===== config.mk =====
export PLATFORM = sky130hd
export DESIGN_NAME = bin_to_bcd_seq
export DESIGN_NICKNAME = d
export VERILOG_FILES = /design/src/rtl/bcd_pkg.sv /design/src/rtl/bcd_digit_adj3.sv /design/src/rtl/bin_to_bcd_seq.sv
export SDC_FILE = /design/constraint.sdc
export NUM_CORES = 1
export LEC_CHECK = 0
export BUFFER_PORTS_ARGS = -buffer_cell sky130_fd_sc_hd__buf_2
export CAP_MARGIN = 15
export CORE_AREA = 4 4 86 88
export CTS_CLUSTER_DIAMETER = 150
export DETAILED_ROUTE_END_ITERATION = 10
export DIE_AREA = 0 0 90 92
export GPL_ROUTABILITY_DRIVEN = 0
export PLACE_DENSITY = 0.54
export SLEW_MARGIN = 20
export SYNTH_ARGS = -nofsm -noshare
export SYNTH_HDL_FRONTEND = slang
export SYNTH_SLANG_ARGS = --single-unit

===== constraint.sdc =====
create_clock -name clk -period 2.2 [get_ports clk]
set_input_delay 0.33 -clock clk [delete_from_list [all_inputs] [get_ports clk]]
set_output_delay 0.33 -clock clk [all_outputs]
set_load 0.05 [all_outputs]

===== src/rtl/bcd_pkg.sv =====
// rtl/bcd_pkg.sv - shared types and constants for the sequential binary-to-BCD converter
package bcd_pkg;

  typedef enum logic [1:0] {
    ST_IDLE,
    ST_SHIFT,
    ST_DONE
  } bcd_state_t;

  localparam int BCD_DIGIT_W = 4;
  localparam logic [BCD_DIGIT_W-1:0] ADD3_THRESHOLD = 4'd5;

  // ceil(width * log10(2)); width*log10(2) is never an integer, so this cannot round short
  function automatic int bcd_digits(input int width);
    return (width * 30103 + 99999) / 100000;
  endfunction

endpackage


===== src/rtl/bcd_digit_adj3.sv =====
// rtl/bcd_digit_adj3.sv - double-dabble digit correction: add 3 when the digit is 5 or more
module bcd_digit_adj3
  import bcd_pkg::*;
(
  input  logic [BCD_DIGIT_W-1:0] din,
  output logic [BCD_DIGIT_W-1:0] dout
);

  assign dout = (din >= ADD3_THRESHOLD) ? din + 4'd3 : din;

endmodule


===== src/rtl/bin_to_bcd_seq.sv =====
// rtl/bin_to_bcd_seq.sv - one-bit-per-cycle shift-and-add-3 binary to packed BCD converter
module bin_to_bcd_seq
  import bcd_pkg::*;
#(
  parameter int WIDTH  = 8,
  parameter int DIGITS = bcd_digits(WIDTH)
) (
  input  logic                      clk,
  input  logic                      rst,
  input  logic                      in_valid,
  output logic                      in_ready,
  input  logic [WIDTH-1:0]          bin_in,
  output logic                      out_valid,
  input  logic                      out_ready,
  output logic [BCD_DIGIT_W*DIGITS-1:0] bcd_out
);

  localparam int BCD_W = BCD_DIGIT_W * DIGITS;
  localparam int CNT_W = $clog2(WIDTH + 1);
  localparam logic [CNT_W-1:0] LAST_ITER = CNT_W'(WIDTH - 1);

  bcd_state_t        state;
  logic [BCD_W-1:0]  scratch;
  logic [BCD_W-1:0]  scratch_adj;
  logic [BCD_W-1:0]  scratch_next;
  logic [WIDTH-1:0]  bin_sr;
  logic [CNT_W-1:0]  cnt;
  logic              unused_adj_msb;

  for (genvar g = 0; g < DIGITS; g++) begin : g_adj
    bcd_digit_adj3 u_adj3 (
      .din  (scratch[g*BCD_DIGIT_W +: BCD_DIGIT_W]),
      .dout (scratch_adj[g*BCD_DIGIT_W +: BCD_DIGIT_W])
    );
  end

  // With DIGITS sized for WIDTH the adjusted top bit is always 0, so nothing is lost here
  assign scratch_next   = {scratch_adj[BCD_W-2:0], bin_sr[WIDTH-1]};
  assign unused_adj_msb = scratch_adj[BCD_W-1];

  always_ff @(posedge clk or posedge rst) begin
    if (rst) begin
      state     <= ST_IDLE;
      in_ready  <= 1'b1;
      out_valid <= 1'b0;
      bcd_out   <= '0;
      scratch   <= '0;
      bin_sr    <= '0;
      cnt       <= '0;
    end else begin
      case (state)
        ST_IDLE: begin
          if (in_valid) begin
            bin_sr   <= bin_in;
            scratch  <= '0;
            cnt      <= '0;
            in_ready <= 1'b0;
            state    <= ST_SHIFT;
          end
        end
        ST_SHIFT: begin
          scratch <= scratch_next;
          bin_sr  <= {bin_sr[WIDTH-2:0], 1'b0};
          cnt     <= cnt + 1'b1;
          // The last shift lands straight in bcd_out so the result appears on the WIDTH-th edge
          if (cnt == LAST_ITER) begin
            bcd_out   <= scratch_next;
            out_valid <= 1'b1;
            state     <= ST_DONE;
          end
        end
        ST_DONE: begin
          if (out_ready) begin
            out_valid <= 1'b0;
            in_ready  <= 1'b1;
            state     <= ST_IDLE;
          end
        end
        default: begin
          state     <= ST_IDLE;
          in_ready  <= 1'b1;
          out_valid <= 1'b0;
        end
      endcase
    end
  end

endmodule

After elaboration in Yosys (flattened, before gate mapping)
Cells that the tools add are included. W data, S select, Z words.

Output and inout bits: 14. Bits in registers: 40.

Add/sub/neg operators: 4. Reduce and logical (&&, ||, !) cells: 7. $lt $le $gt $ge: 3. Equality and inequality tests: 6. Bitwise gates (word level): 2. Muxes and demuxes: 19.

Operators with widths (number): $pmux W12 S2 (1); $pmux W8 S2 (1); $ge A4 B3 Y1 const B (3); $mux W12 (1); $mux W4 (3); $reduce_and A3 Y1 (3); $add A4 B2 Y4 const B (2); $mux W8 (1); $pmux W4 S2 (1); $mux W2 (3); $ne A2 B2 Y1 const B (3); $pmux W1 S3 (2); $pmux W2 S3 (1); $add A4 B1 Y4 const B (1); $eq A4 B3 Y1 const B (1); $mux W1 (4); $reduce_and A2 Y1 (2); $add A3 B2 Y3 const B (1); $mux W3 (1); $eq A2 B1 Y1 const B (1); $eq A2 B2 Y1 const B (1); $logic_not A2 Y1 (1); $not A1 Y1 (2); $reduce_bool A2 Y1 (1).

Longest topological paths before layout
Word-level depth: 3. Gate-level depth with buffers: 6. Mapped depth without buffers: 6.

By module
Synthesis repeated with hierarchy kept, for this count alone.

Cells, all modules: 181. Area total of the unflattened synthesis: 1991.9 um^2.

By module, submodules not included: bin_to_bcd_seq (cells an instance 133, instances 1, sequential area each 1002.2 um^2, area each 1687.9 um^2); bcd_digit_adj3 (cells an instance 16, instances 3, sequential area each 0.0 um^2, area each 101.3 um^2).

Worst setup path after synthesis
No wires, ideal clock.

Kind: register to register. From: register scratch[4]. To: register scratch[6]. Data arrival time: 1.420 ns. Clock period less this slack: 1.503 ns. Setup slack: 0.697 ns. Cell stages (with the launch flop): 6. Cell sequence: dfrtp_1 ha_1 nand2b_1 a21oi_1 mux2_2 o21ai_0.

Cells in the longest elaborated chain, start to end: 3.

Ends and longest elaborated chain: from (decl) (line bin_to_bcd_seq.sv:23) `logic [BCD_W-1:0] scratch;`; from (signal assigned) (line bin_to_bcd_seq.sv:62) `scratch <= scratch_next;`; $add A4 B2 Y4 or $ge A4 B3 Y1 (tied branches) (line bcd_digit_adj3.sv:9) `assign dout = (din >= ADD3_THRESHOLD) ? din + 4'd3 : din;`; $mux W4 (*) (line bcd_digit_adj3.sv:9); $pmux W12 S2 (*) (line bin_to_bcd_seq.sv:51) `case (state)`.

Mark *: on every way between the ends. The rest lies on a longest branch, timed or not. A chain may end at the register's enable or synchronous reset.

Worst setup path in the final report
From: register scratch[0]. To: register scratch[2].

The elaborated chain is that of the path after synthesis.

==> out/results.tsv <==
metric	value	unit
Core Box Area	6644	um^2
EDFF count, synth	0	
CTS tree	built	
Power, Total	3.800	mW
Slew Viols, Final	0	
FILL cells	685	
crit share post-route	77.29	%
Slew headroom	55.98	%
post-DP HPWL	2667	um
register area	1002	um^2
Avg Synthesized Cell Area	10.25	um^2
first-pass GRT wire length	6741	um
CTS sink count	40	
WL/cell	13.39	um
total CTS buffers	5	
TNS Setup	0	ps
Min Hold Slack	153.6	ps
Skew-Pair Late Insertion Delay	290	ps
vias	1426	
Netlist cell types	31	
Finished Cell Area	2253	um^2
Period minus WS final	1700	ps
H-tree Lvls	2	
share of layout cells above drive strength 1	22.69	%
crit path max fanout	5	
DIE AREA	8280	um^2
peak supply drop	0.5691	mV
critical path endpoint category	flop	
Post-Syn Nets	208	
IO Count	26	
crit path from	scratch[0]	
Cells after Synth	189	
hold buffers post-CTS	0	
Worst-Margin Slew	659.0	ps
die span in x	90	um
status	finished, final reports clean	
most frequent cells in the layout	dfrtp_1 (39), o21ai_0 (25), buf_2 (25)	
dpl cell area	2132	um^2
CTS root buf	clkbuf_8	
clock-pin transition on the worst setup and hold timing paths	80	ps
GRT Total Usage	10.04	%
Die Y	92	um
post-CTS sizing	0	
Starting Density	29.15	%
vias in the first global route	1403	
DRT antenna net count	0	
count of final setup violators	0	
worst r2r src	scratch[0]	
largest net degree at the start of global routing	41	
sequential area share after synthesis	51.74	%
final hold vios	0	
ant diodes	0	
fin cells	296	
crit path DAT	1900	ps
Cells after DPL	288	
initial antenna violation count	0	
vias per std cell	4.818	
Finished Core Util	33.92	%
leading cell type in the layout, fill and taps excluded	dfrtp_1	
Yosys reg bits	40	
Hold Crit Class	input pin to async pin	
total iterations of the first detailed-routing run	6	
port buffer count	25	
setup ws final	499.5	ps
startpoint types	flop	
std cell rows	30	
Max Root-Sink Buffers	2	
critical path type	flop to flop	
Max Cap Viol	0	
Cell Area, Synth	1937	um^2
Cell Pwr Density	1687	nW/um^2
clock skew	10.52	ps
RSZ-0062 raised after global routing	false	
Place WS	487.8	ps
final wirelength	3963	um
Area Overhead vs Synth	16.34	%
DRC	0	
DRT iter0 DRCs	56	
leading register cell type out of synthesis	dfrtp_1	
synth top area cells	dfrtp_1 (50%), o21ai_0 (6.5%), a21oi_1 (4.7%), ha_1 (4.5%), mux2_2 (2.9%)	
ys async rst share	100.0	%
Yosys Warn Count	0	
Fmax	588.1	MHz
area leader, netlist	dfrtp_1	
total gr overflow	0	
Pleak	1.018	nW
WP data required	2400	ps
Post-CTS Setup Inserts	0	
area occupied by multi-input gates	844.6	um^2
top-area cell type share of the netlist area	50.39	%
Final #Nets	234	
[worst paths after layout]
check | slack (ps) | end | cells past startpoint
hold / removal | 150 | scratch[0] | 3
setup reg to reg | 500 | scratch[2] | 6
max in group asynchronous | 1670 | in_ready | 3
min in group clk | 310 | bin_sr[6] | 3
hold reg to reg | 500 | out_valid | 1
setup / recovery | 500 | scratch[2] | 6
[routing by layer]
layer / part of all wire (%) / global-route usage [%] / routed length (um) / vias to the layer above
li1: - / - / - / 715
met1: 47 / 12.53 / 1856 / 683
met2: 47 / 16.12 / 1865 / 24
met3: 5.0 / 4.102 / 200 / 4
met4: 1.0 / 2.679 / 40 / 0
met5: 0 / 0 / 0 / -
[layout make-up]
| type | count | share of cell area, % |
|---|---|---|
| multi-input combinational | 131 | 37.48 |
| clock inverter | 2 | 1.721 |
| clock buffer | 6 | 3.665 |
| sequential | 40 | 44.48 |
| inverter | 8 | 1.333 |
| timing repair buffer | 29 | 6.885 |
| tap | 80 | 4.442 |
[critical path, cell delays in order (launching register included)]
cell and delay (ps):
dfrtp_1 440, inv_1 80, ha_1 200, nand2b_1 80
a21oi_1 240, mux2_2 390, o21ai_0 180
[cell families after synthesis]
family | synth area share (%)
adder cells (fa/ha/maj) | 4.522
flip-flops | 51.74
XOR/XNOR | 1.357
AND/OR/NAND/NOR | 13.31
multiplexers | 4.457
buffers and inverters | 4.651
AO/OA/AOI/OAI | 19.96
[flip-flops by register name (all words and copies together) (netlist names)]
signal / count
bcd_out: 12
bin_sr: 8
cnt: 4
in_ready: 1
out_valid: 1
scratch: 12
state: 2
[cell usage after synthesis, types with 3 or more instances]
library cell   n
nor2_1        13
nor2b_1        9
a22oi_1        7
ha_1           7
dfrtp_1       39
o21ai_0       25
clkbuf_1       4
a31oi_1        3
mux2_2         5
buf_2          3
a21oi_1       18
nor3_1         4
a22o_1         6
inv_1          8
nand2b_1       4
xnor2_1        3
nand2_1       12
[report_power, final]
part / total, mW / internal (mW) / leakage (nW) / switching, mW
logic: 1.83 / 0.682 / 0.459 / 1.15
clock network: 0.636 / 0.371 / 0.0614 / 0.265
registers: 1.34 / 1.08 / 0.497 / 0.258
total: 3.80 / 2.13 / 1.02 / 1.67
Power figures use the tool's default switching activity.
